[config.mk]
export PLATFORM = sky130hd
export DESIGN_NAME = coder_lane_arbiter
export DESIGN_NICKNAME = d
export VERILOG_FILES = /design/src/rtl/coder_lane_arbiter.sv
export SDC_FILE = /design/constraint.sdc
export NUM_CORES = 1
export LEC_CHECK = 0
export CAP_MARGIN = 20
export CORE_MARGIN = 2
export CORE_UTILIZATION = 46
export DETAILED_ROUTE_END_ITERATION = 6
export PLACE_DENSITY = 0.81
export SYNTH_ARGS = -nofsm -noshare
export SYNTH_HDL_FRONTEND = slang
export SYNTH_SLANG_ARGS = --single-unit
[constraint.sdc]
create_clock -name clk -period 5.7 [get_ports clk]
set_clock_uncertainty 0.1 [all_clocks]
set_input_delay 1.14 -clock clk [delete_from_list [all_inputs] [get_ports clk]]
set_output_delay 1.14 -clock clk [all_outputs]
set_load 0.05 [all_outputs]
[src/rtl/coder_lane_arbiter.sv]
// coder_lane_arbiter
//   Round-robin merge of N_LANES per-lane byte streams into one indexed
//   output stream (idx/byte/last). The output is a one-entry register stage.
//   Each lane is retired once it delivers its last byte. The global last
//   marks the final byte of the final lane to finish. After that beat is
//   consumed the arbiter pulses done and rearms for the next stream.
//
// Handshake: a transfer happens on a rising clk edge where valid & ready are
//   both high. A valid source holds its data stable until that edge. in_ready
//   is one-hot or zero and is combinational. out_valid/out_bits_* come
//   straight from registers.
//
// Ports:
//   clk, rst_n     coder clock, asynchronous active-low reset
//   in_valid       per-lane byte valid            [N_LANES]
//   in_ready       per-lane accept, one-hot/zero  [N_LANES]
//   in_bits_byte   lane i byte at [8i+7:8i]       [8*N_LANES]
//   in_bits_last   lane i final byte              [N_LANES]
//   out_valid      merged stream valid
//   out_ready      sink ready
//   out_bits_idx   source lane of beat, zero-extended to 8 bits
//   out_bits_byte  beat byte
//   out_bits_last  final beat of the whole stream
//   lane_done      lane i has delivered its last byte [N_LANES]
//   done           one-cycle pulse after the final beat handshake
//   beat_cnt       output beats transferred since reset [CNT_W]
//   dbg_state      FSM state (0 = RUN, 1 = FLUSH)
module coder_lane_arbiter #(
  parameter int N_LANES = 8,
  parameter int CNT_W   = 32
) (
  input  logic                   clk,
  input  logic                   rst_n,
  input  logic [N_LANES-1:0]     in_valid,
  output logic [N_LANES-1:0]     in_ready,
  input  logic [8*N_LANES-1:0]   in_bits_byte,
  input  logic [N_LANES-1:0]     in_bits_last,
  output logic                   out_valid,
  input  logic                   out_ready,
  output logic [7:0]             out_bits_idx,
  output logic [7:0]             out_bits_byte,
  output logic                   out_bits_last,
  output logic [N_LANES-1:0]     lane_done,
  output logic                   done,
  output logic [CNT_W-1:0]       beat_cnt,
  output logic                   dbg_state
);

  localparam int LW = (N_LANES > 1) ? $clog2(N_LANES) : 1;

  typedef enum logic {
    ST_RUN   = 1'b0,
    ST_FLUSH = 1'b1
  } state_t;

  state_t              r_state;
  state_t              w_state_nxt;
  logic [LW-1:0]       r_ptr;
  logic                r_out_valid;
  logic [7:0]          r_out_idx;
  logic [7:0]          r_out_byte;
  logic                r_out_last;
  logic [N_LANES-1:0]  r_lane_done;
  logic                r_done;
  logic [CNT_W-1:0]    r_beat_cnt;

  logic                w_slot_free;
  logic [N_LANES-1:0]  w_elig;
  logic                w_gnt_found;
  logic [LW-1:0]       w_gnt_idx;
  logic [LW:0]         w_scan;
  logic [N_LANES-1:0]  w_in_ready;
  logic                w_accept;
  logic                w_gnt_last;
  logic [7:0]          w_gnt_byte;
  logic                w_others_done;
  logic                w_out_hs;
  logic                w_final_hs;
  logic [LW-1:0]       w_ptr_nxt;

  assign w_slot_free = !r_out_valid || out_ready;
  assign w_elig      = in_valid & ~r_lane_done & {N_LANES{r_state == ST_RUN}};

  // Scan ptr, ptr+1, ... (mod N_LANES) and take the first eligible lane.
  // w_scan is one bit wider than the pointer so ptr+k cannot overflow before
  // the wrap subtraction.
  always_comb begin
    w_gnt_found = 1'b0;
    w_gnt_idx   = '0;
    w_scan      = '0;
    for (int k = 0; k < N_LANES; k++) begin
      w_scan = {1'b0, r_ptr} + (LW+1)'(k);
      if (w_scan >= (LW+1)'(N_LANES)) w_scan = w_scan - (LW+1)'(N_LANES);
      if (!w_gnt_found && w_elig[w_scan[LW-1:0]]) begin
        w_gnt_found = 1'b1;
        w_gnt_idx   = w_scan[LW-1:0];
      end
    end
  end

  always_comb begin
    w_in_ready = '0;
    if (w_gnt_found && w_slot_free) w_in_ready[w_gnt_idx] = 1'b1;
  end

  assign w_accept   = w_gnt_found && w_slot_free;
  assign w_gnt_last = in_bits_last[w_gnt_idx];
  assign w_gnt_byte = in_bits_byte[8*int'(w_gnt_idx) +: 8];
  // The granted lane is not done yet, so OR-ing its one-hot in tests
  // "every other lane is already done".
  assign w_others_done = &(r_lane_done | w_in_ready);
  assign w_out_hs      = r_out_valid && out_ready;
  assign w_final_hs    = w_out_hs && r_out_last;
  assign w_ptr_nxt     = (w_gnt_idx == LW'(N_LANES-1)) ? '0 : w_gnt_idx + LW'(1);

  always_comb begin
    w_state_nxt = r_state;
    case (r_state)
      ST_RUN:   if (w_accept && w_gnt_last && w_others_done) w_state_nxt = ST_FLUSH;
      ST_FLUSH: if (w_final_hs) w_state_nxt = ST_RUN;
      default:  w_state_nxt = ST_RUN;
    endcase
  end

  always_ff @(posedge clk or negedge rst_n) begin
    if (!rst_n) begin
      r_state     <= ST_RUN;
      r_ptr       <= '0;
      r_out_valid <= 1'b0;
      r_out_idx   <= '0;
      r_out_byte  <= '0;
      r_out_last  <= 1'b0;
      r_lane_done <= '0;
      r_done      <= 1'b0;
      r_beat_cnt  <= '0;
    end else begin
      r_state <= w_state_nxt;
      r_done  <= w_final_hs;
      if (w_out_hs) r_beat_cnt <= r_beat_cnt + CNT_W'(1);

      if (w_accept) begin
        r_out_valid <= 1'b1;
        r_out_idx   <= 8'(w_gnt_idx);
        r_out_byte  <= w_gnt_byte;
        r_ptr       <= w_ptr_nxt;
        r_out_last  <= w_gnt_last && w_others_done;
        if (w_gnt_last) r_lane_done <= r_lane_done | w_in_ready;
      end else if (w_out_hs) begin
        r_out_valid <= 1'b0;
      end

      // Only reachable in FLUSH, where no accept can happen, so this never
      // collides with the accept branch above.
      if (w_final_hs) begin
        r_lane_done <= '0;
        r_ptr       <= '0;
        r_out_last  <= 1'b0;
      end
    end
  end

  assign in_ready      = w_in_ready;
  assign out_valid     = r_out_valid;
  assign out_bits_idx  = r_out_idx;
  assign out_bits_byte = r_out_byte;
  assign out_bits_last = r_out_last;
  assign lane_done     = r_lane_done;
  assign done          = r_done;
  assign beat_cnt      = r_beat_cnt;
  assign dbg_state     = r_state;

endmodule

# Word-level counts from Yosys, hierarchy flattened
# Cells that the tools add are included.
[totals] input_bits=83 regBits=58 elab_cells=137 output_inout_bits=68
[op_classes] eq_ne=1 add_sub_neg=17 shifts=1 magnitude_cmp=18 n_reduce_logical=28 n_bitwise=5 mux=58
[ops] op="64-bit by 7-bit indexed part select with 8-bit output" count=1
[ops] op="3-bit two-way mux" count=19
[ops] op="3-bit by 4-bit less-than comparator with 1-bit output, second input constant" count=9
[ops] op="32-bit by 1-bit adder with 32-bit output, second input constant" count=1
[ops] op="8-bit two-way mux" count=4
[ops] op="4-bit greater-or-equal comparator, second input constant" count=7
[ops] op="1-bit binary-select mux with 3-bit select" count=9
[ops] op="1-bit two-way mux" count=24
[ops] op="3-bit by 1-bit subtractor with 3-bit output, second input constant" count=8
[ops] op="3-bit by 3-bit adder with 4-bit output, second input constant" count=4
[ops] op="8-bit bitwise AND" count=2
[ops] op="1-bit logical AND" count=14
[ops] op="3-bit by 2-bit adder with 4-bit output, second input constant" count=2
[ops] op="1-bit logical NOT" count=8
[ops] op="8-bit NOT" count=1
[ops] op="8-bit OR" count=1
[ops] op="8-bit AND reduction" count=1
[ops] op="2-bit nonzero test" count=3
[ops] op="3-bit by 1-bit adder with 4-bit output, second input constant" count=1
[ops] op="3-bit by 4-bit greater-or-equal comparator with 1-bit output, second input constant" count=1
[ops] op="3-bit by 1-bit adder with 3-bit output, second input constant" count=1
[ops] op="1-bit demux with 3-bit select" count=1
[ops] op="3-bit == test, second input constant" count=1
[ops] op="3-bit by 1-bit greater-or-equal comparator with 1-bit output, second input constant" count=1
[ops] op="other kinds (4)" count=4

# Longest topological paths before layout
# Gate-level depths: netlist of the first run.
[logic_depth] ltp_word=37 depth_mapped=19 depth_no_buf=14

# Worst setup path before layout of the first run
# Ideal clock, no wire load.
[synth_timing] kind="input-to-output" start="in in_valid[6]" end="out in_ready[6]" arrival_ns=4.287 cell_stages=11 t_required_ns=4.460 slack_ns=0.173 n_path_buf=2 cell_sequence="nor2b_1 mux2i_1 mux4_2 or4_1 nand4b_1 a311oi_1 nor2_2 buf_6 inv_2 clkbuf_1 nor3_1"
[synth_between] elab_chain_len=31 elab_cells_between_ends=55 cone_classes="2 x order compare; 35 x mux; 2 x bitwise; 16 x reduce/logical"
[synth_lines] element="start: declaration" line="34" source="input logic [N_LANES-1:0] in_valid,"
[synth_lines] element="8-bit bitwise AND (*) (2 in series)" line="82" source="assign w_elig = in_valid & ~r_lane_done & {N_LANES{r_state == ST_RUN}};"
[synth_lines] element="1-bit binary-select mux with 3-bit select" line="94" source="if (!w_gnt_found && w_elig[w_scan[LW-1:0]]) begin"
[synth_lines] element="1-bit two-way mux (not written as such)" line="94"
[synth_lines] element="1-bit two-way mux" line="94"
[synth_lines] element="1-bit logical NOT" line="94"
[synth_lines] element="1-bit logical AND" line="94"
[synth_lines] element="1-bit two-way mux" line="94"
[synth_lines] element="1-bit logical NOT" line="94"
[synth_lines] element="(+15 left out)"
[synth_lines] element="1-bit logical AND" line="94"
[synth_lines] element="3-bit two-way mux (*)" line="94"
[synth_lines] element="net w_gnt_idx[0]" line="70" source="logic [LW-1:0] w_gnt_idx;"
[synth_lines] element="3-bit by 4-bit less-than comparator with 1-bit output (not written as such) or 3-bit by 1-bit greater-or-equal comparator with 1-bit output (tied branches)" line="103" source="if (w_gnt_found && w_slot_free) w_in_ready[w_gnt_idx] = 1'b1;"
[synth_lines] element="1-bit logical AND (not written as such)" line="103"
[synth_lines] element="1-bit two-way mux (not written as such)" line="103"
[synth_lines] element="1-bit demux with 3-bit select (*)" line="103"
[synth_lines] element="8-bit two-way mux (*)" line="103"
[synth_lines] element="end: declaration" line="35" source="output logic [N_LANES-1:0] in_ready,"
# The timed path passes the listed nets; every way through them passes the cells marked *. The select of a mux whose other input is x is not followed.

# Final worst setup path of the first run
[layout_timing] start="in in_valid[0]" end="out in_ready[0]"
[layout_between] elab_chain_len=31 elab_cells_between_ends=55 cone_classes="2 x order compare; 35 x mux; 2 x bitwise; 16 x reduce/logical"
[layout_lines] element="8-bit bitwise AND (*) (2 in series)" line="82"
[layout_lines] element="1-bit binary-select mux with 3-bit select" line="94"
[layout_lines] element="1-bit two-way mux (not written as such)" line="94"
[layout_lines] element="1-bit two-way mux" line="94"
[layout_lines] element="1-bit logical NOT" line="94"
[layout_lines] element="1-bit logical AND" line="94"
[layout_lines] element="1-bit two-way mux" line="94"
[layout_lines] element="1-bit logical NOT" line="94"
[layout_lines] element="(+14 left out)"
[layout_lines] element="1-bit logical NOT" line="94"
[layout_lines] element="1-bit logical AND" line="94"
[layout_lines] element="3-bit two-way mux" line="94"
[layout_lines] element="3-bit by 4-bit less-than comparator with 1-bit output (not written as such) or 3-bit by 1-bit greater-or-equal comparator with 1-bit output (tied branches)" line="103"
[layout_lines] element="1-bit logical AND (not written as such)" line="103"
[layout_lines] element="1-bit two-way mux (not written as such)" line="103"
[layout_lines] element="1-bit demux with 3-bit select" line="103"
[layout_lines] element="8-bit two-way mux (*)" line="103"
# Mark *: on every way between the ends. The rest lies on a longest branch, timed or not. The select of a mux whose other input is x is not followed.

==> impl_metrics.py, run 1 <==
metrics = {
    "run_status": {
        "run_status": "finished, final reports clean",
    },
    "grt": {
        "met1_usage_pct": 33.1,
        "track_usage_pct": 26.2,
        "remaining_overflow_grt": 0,
        "grt.met3_usage_pct": 4.21,
        "grt_start_max_net_pins": 59,
        "first_global_vias": 4331,
        "grt_pass1_wl_um": 21500,
        "antenna_found_initial": 0,
        "top_usage_layer": "met2",
        "grt.met2_usage_pct": 45.9,
    },
    "timing": {
        "final_hold_viol_count": 0,
        "max_freq_ghz": 0.180,
        "relSlewSlack_pct": 52.7,
        "worstMarginPinSlew_ps": 710,
        "finalSetupViolCount": 0,
        "grt_setup_unrepaired": "false",
        "finalMaxSlewViolations": 0,
        "layout_worst_path_cycle_share_pct": 97.2,
        "period_minus_slack_ps": 5540,
        "setup_tns_ps": 0,
    },
    "yosys": {
        "async_reset_ff_share_pct": 100,
        "synth_flop_cell": "sky130_fd_sc_hd__dfrtp_1",
        "synth.largest_area_cell": "sky130_fd_sc_hd__dfrtp_1",
        "synth.ff_latch_count": 58,
        "yosysTopAreaCellShare_pct": 33.1,
        "synth_sequential_area_ratio_pct": 33.1,
        "post_synth_instance_area_um2": 4390,
        "syn_inst": 485,
        "avgSynthCellArea_um2": 9.04,
        "synth_enable_flop_cells": 0,
        "synth_top_cells_by_area": "sky130_fd_sc_hd__dfrtp_1 33%, sky130_fd_sc_hd__mux2i_1 10%, sky130_fd_sc_hd__nand2_1 5.6%, sky130_fd_sc_hd__xnor2_1 5.4%, sky130_fd_sc_hd__mux4_2 4.6%",
        "post_synth_num_cell_types": 73,
        "synthesis.yosys.warnings": 0,
    },
    "worst_setup_path": {
        "crit_path_end_kind": "output port",
        "worst-setup-path-type": "input pin to output port",
        "critical_path.startpoint_type": "input pin",
        "worst-endpoint-required_ps": 4460,
        "worst-endpoint-arrival_ps": 4300,
        "crit_path_max_fanout": 6,
    },
    "floorplan": {
        "placeableCoreArea_um2": 9240,
        "die_x_um": 102,
        "total_die_area_um2": 10300,
        "die-height_um": 102,
        "starting_density_of_the_core_pct": 47.5,
        "design.portCount": 151,
        "row_cnt": 35,
    },
    "clocking": {
        "cts_tree": "yes",
        "cts_sinks": 58,
        "clk_pin_slew_ps": 60,
        "cts_max_level": 3,
        "max-clock-path-buffers": 2,
        "cts_hold_buf": 0,
        "cts_inserted_buffers": 9,
        "clockRootBuffer": "sky130_fd_sc_hd__clkbuf_8",
        "worstSkewPairLatency_ps": 330,
    },
    "detailed_routing": {
        "avgViaCountPerCell": 5.68,
        "total_wirelength_of_the_detailed_routed_design_um": 13100,
        "detailedRoute.firstIterationViolations": 215,
        "dr_total_vias": 4368,
        "drt-pass1-iter-count": 6,
        "routed_wire_length_per_instance_um": 17.0,
        "antenna_left": 0,
        "total_drc_errors_in_the_routed_layout": 0,
    },
    "layout": {
        "diodes": 0,
        "final_cell_mix": "136 x sky130_fd_sc_hd__clkdlybuf4s50_1, 66 x sky130_fd_sc_hd__nand2_1, 58 x sky130_fd_sc_hd__dfrtp_1",
        "synthToLayoutAreaGrowth_pct": 44.1,
        "fillers": 713,
        "drive_gt1_share_pct": 12.5,
        "most_common_library_cell_in_the_layout_ignoring_fill_and_taps": "sky130_fd_sc_hd__clkdlybuf4s50_1",
        "final_net_count": 722,
    },
    "placement": {
        "final_hpwl_from_detailed_placement_um": 10400,
        "port-buffer-count": 145,
        "routabilityCongestion": 0.948,
    },
    "run": {
        "number_of_max_capacitance_violations_reported": 0,
    },
    "hold_path": {
        "worst_hold_path_type": "flip-flop to flip-flop",
    },
}
## metrics by stage
| stage | hold WS [ps] | instances | instance area [um2] | setup WS [ps] | utilization [%] |
|---|---|---|---|---|---|
| 2_1_floorplan | 593 | 489 | 4400 | 173 | - |
| 3_3_place_gp | 361 | 751 | 6030 | 248 | 65.3 |
| 3_5_place_dp | 378 | 751 | 6030 | 142 | 65.3 |
| 4_1_cts | 394 | 767 | 6280 | 103 | 68.0 |
| 5_1_grt | 417 | 769 | 6320 | 16.1 | 68.4 |
| 6_report | 392 | 769 | 6320 | 157 | 68.4 |
## per-layer routing
layer | up-vias | part of all wire [%]
li1 | 2060 | -
met1 | 2070 | 40
met2 | 219 | 52
met3 | 19 | 6.8
met4 | 0 | 1.8
met5 | - | 0
## cells in the mapped netlist, drive strengths merged (11+ instances only)
master	count
buf	18
clkbuf	14
dfrtp	58
mux2i	45
nand2	67
nand2b	14
nand3	36
nand4	11
nor2	38
nor3	12
xnor2	27
## layout make-up
| type | count | area (um2) | area share (%) |
|---|---|---|---|
| clock buffers | 9 | 124 | 1.96 |
| multi-input cells | 393 | 2760 | 43.8 |
| repair buffers | 167 | 1670 | 26.4 |
| inverters | 6 | 25.0 | 0.396 |
| well taps | 129 | 161 | 2.55 |
| clock inverters | 7 | 125 | 1.98 |
| flip-flops and latches | 58 | 1450 | 23.0 |
## critical path, stage by stage
cell and delay (ps):
sky130_fd_sc_hd__clkdlybuf4s50_1 470, sky130_fd_sc_hd__nor2b_1 270, sky130_fd_sc_hd__mux2i_1 190, sky130_fd_sc_hd__mux4_2 560, sky130_fd_sc_hd__or4_1 480, sky130_fd_sc_hd__nand4b_1 140, sky130_fd_sc_hd__a311oi_1 110, sky130_fd_sc_hd__nor2_2 250
sky130_fd_sc_hd__nand2_1 140, sky130_fd_sc_hd__buf_4 180, sky130_fd_sc_hd__nor2_1 200, sky130_fd_sc_hd__buf_12 170
## state kept, by name, indices dropped and copies added (netlist names)
name and cells:
beat_cnt 32, lane_done 8, out_bits_byte 8, out_bits_idx 3, r_ptr 3, dbg_state 1, done 1, out_bits_last 1
out_valid 1
## path summary, 6_finish.rpt
path,start,endpoint,slack [ps],cells after the start
worst max-delay path,in_valid[0],in_ready[0],160,12
worst min-delay path,out_bits_idx[1],out_bits_idx[1],390,2
worst max register to register,r_ptr[0],out_bits_last,1150,13
worst min register to register,out_bits_idx[1],out_bits_idx[1],390,2
max in group asynchronous,rst_n,lane_done[3],4180,2
min in group asynchronous,rst_n,beat_cnt[9],830,2
## repair_timing
action / 4_1_cts / 5_1_grt
resized for setup: 0 / 4
hold endpoints to repair: 0 / 0
setup buffers: 0 / 2
endpoints found under the setup margin: 0 / 5
## logic make-up (layout without fill, tap and decap cells)
group,count (synthesis),in the layout,share of synthesized area [%]
fa+ha+maj,4,4,1.14
other cells,1,5,0.0855
xor+xnor,36,36,7.19
compound gates,73,73,13.4
mux,55,55,15.1
simple gates,220,220,25.3
buf+inv,38,189,4.68
flops,58,58,33.1
Power of run 1 is left out: the tool's default activity adds up to more than one toggle a clock period on the data nets, which glitch-free logic cannot reach.
==> run 2, diff against run 1 <==
- clock period: 5.7 -> 6.2 ns (I/O delays scaled with it)
==> run 2 against run 1 <==
Die area stayed put. Global-route usage is 1.1 points lower. Critical path depth is 1 higher. Cell count is 1.4% lower. Register-to-register slack better by 430 ps. Via count is 0.43% lower. First-iteration DRC count is 2.3% higher. Sequential cell count stayed put. Design area is 2.3% lower. The flow now finishes with violations (DRC). Count of clock-buffer cells in the layout is 1 higher. Utilization is 1.6 points lower. Worst setup slack better by 68 ps.
==> impl_metrics.py, run 2 (synthesis results as in run 1) <==
metrics = {
    "run_status": {
        "run_status": "complete, but fails checks",
        "violated_checks": "DRC",
    },
    "grt": {
        "remaining_overflow_grt": 0,
        "grt_pass1_wl_um": 20600,
        "grt_start_max_net_pins": 59,
        "first_global_vias": 4215,
        "track_usage_pct": 25.1,
        "antenna_found_initial": 0,
    },
    "worst_setup_path": {
        "critical_path.startpoint_type": "input pin",
        "worst-setup-path-type": "input pin to output port",
        "worst-endpoint-arrival_ps": 4630,
        "worst-endpoint-required_ps": 4860,
        "crit_path_max_fanout": 13,
        "crit_path_start": "in_valid[6]",
        "worst_reg_to_reg_path_cell_count": 14,
        "reg2reg_to": "out_bits_last",
        "ff2ff_setup_slack_ps": 1580,
        "worst_r2r_startpoint": "r_ptr[0]",
        "crit_path_end_kind": "output port",
    },
    "timing": {
        "max_freq_ghz": 0.167,
        "setup_tns_ps": 0,
        "setup_slack_ps": 225,
        "final_hold_viol_count": 0,
        "grt_setup_unrepaired": "false",
        "worstMarginPinSlew_ps": 722,
        "layout_worst_path_cycle_share_pct": 96.4,
        "finalMaxSlewViolations": 0,
        "period_minus_slack_ps": 5970,
        "relSlewSlack_pct": 51.9,
        "finalSetupViolCount": 0,
    },
    "detailed_routing": {
        "dr_total_vias": 4349,
        "routed_wire_length_per_instance_um": 16.8,
        "drt-pass1-iter-count": 7,
        "antenna_left": 0,
        "total_drc_errors_in_the_routed_layout": 3,
        "total_wirelength_of_the_detailed_routed_design_um": 12700,
        "detailedRoute.firstIterationViolations": 220,
        "avgViaCountPerCell": 5.74,
    },
    "clocking": {
        "clk_pin_slew_ps": 70,
        "worstSkewPairLatency_ps": 330,
        "clockRootBuffer": "sky130_fd_sc_hd__clkbuf_8",
        "cts_sinks": 58,
        "postCtsSetupBuffers": 0,
        "cts_hold_buf": 0,
        "cts_inserted_buffers": 9,
        "cts_tree": "yes",
        "cts_max_level": 3,
        "postCtsResizedCells": 0,
        "max-clock-path-buffers": 2,
    },
    "layout": {
        "diodes": 0,
        "drive_gt1_share_pct": 10.5,
        "design_area_um2": 6170,
        "final_net_count": 711,
        "synthToLayoutAreaGrowth_pct": 40.7,
        "final_cell_mix": "136 x sky130_fd_sc_hd__clkdlybuf4s50_1, 66 x sky130_fd_sc_hd__nand2_1, 58 x sky130_fd_sc_hd__dfrtp_1",
        "most_common_library_cell_in_the_layout_ignoring_fill_and_taps": "sky130_fd_sc_hd__clkdlybuf4s50_1",
        "layout.cells.non_filler": 758,
        "largest_register_ff_count": 32,
    },
    "floorplan": {
        "total_die_area_um2": 10300,
        "starting_density_of_the_core_pct": 47.5,
        "placeableCoreArea_um2": 9240,
        "die_x_um": 102,
        "die-height_um": 102,
        "row_cnt": 35,
        "design.portCount": 151,
    },
    "placement": {
        "dp_slack_ps": 302,
        "final_hpwl_from_detailed_placement_um": 10000,
        "routabilityCongestion": 0.951,
        "dpl-instance-area_um2": 5970,
        "dpl.cell_count": 742,
        "port-buffer-count": 145,
    },
    "hold_path": {
        "worst_hold_path_type": "flip-flop to flip-flop",
        "hold_end": "beat_cnt[31]",
        "min_from": "beat_cnt[31]",
        "hold_depth": 1,
    },
    "run": {
        "number_of_max_capacitance_violations_reported": 0,
    },
}
run 2: worst max path at each step:
stage / end / slack (ps)
2_1_floorplan: in_ready[6] / 470
3_3_place_gp: in_ready[3] / 360
3_5_place_dp: in_ready[1] / 300
4_1_cts: in_ready[1] / 290
5_1_grt: in_ready[1] / 10
6_report: in_ready[1] / 230
run 2: metrics by stage:
step	hold slack [ps]	util (%)
floorplan	593	-
global placement	359	64.6
detailed placement	367	64.6
CTS	383	66.8
global route	406	66.8
finish	375	66.8
run 2: layer usage:
metal	routed length, um	vias up	share of wire (%)	global-route usage, %
li1	-	2039	-	-
met1	5060	2040	40	32.6
met2	6350	236	50	41.9
met3	952	34	7.5	4.00
met4	368	0	2.9	10.4
met5	0	-	0	0
run 2: layout make-up:
type,instances,area (um2)
Timing Repair Buffer,156,1580
Sequential cell,58,1450
Fill cell,751,3070
Clock buffer,10,138
Inverter,6,25.0
Clock inverter,6,65.1
Multi-Input combinational cell,393,2750
Tap cell,129,161
run 2: critical path, stage by stage:
cell	delay (ps)
sky130_fd_sc_hd__clkdlybuf4s50_1	500
sky130_fd_sc_hd__nor2b_1	250
sky130_fd_sc_hd__mux2i_1	250
sky130_fd_sc_hd__mux4_2	560
sky130_fd_sc_hd__nor4_1	320
sky130_fd_sc_hd__o31ai_1	130
sky130_fd_sc_hd__a311oi_1	370
sky130_fd_sc_hd__nor2_2	90
sky130_fd_sc_hd__buf_4	180
sky130_fd_sc_hd__inv_2	220
sky130_fd_sc_hd__nand2_1	160
sky130_fd_sc_hd__nor2_1	160
sky130_fd_sc_hd__buf_4	210
Power of run 2 is left out for the same reason.
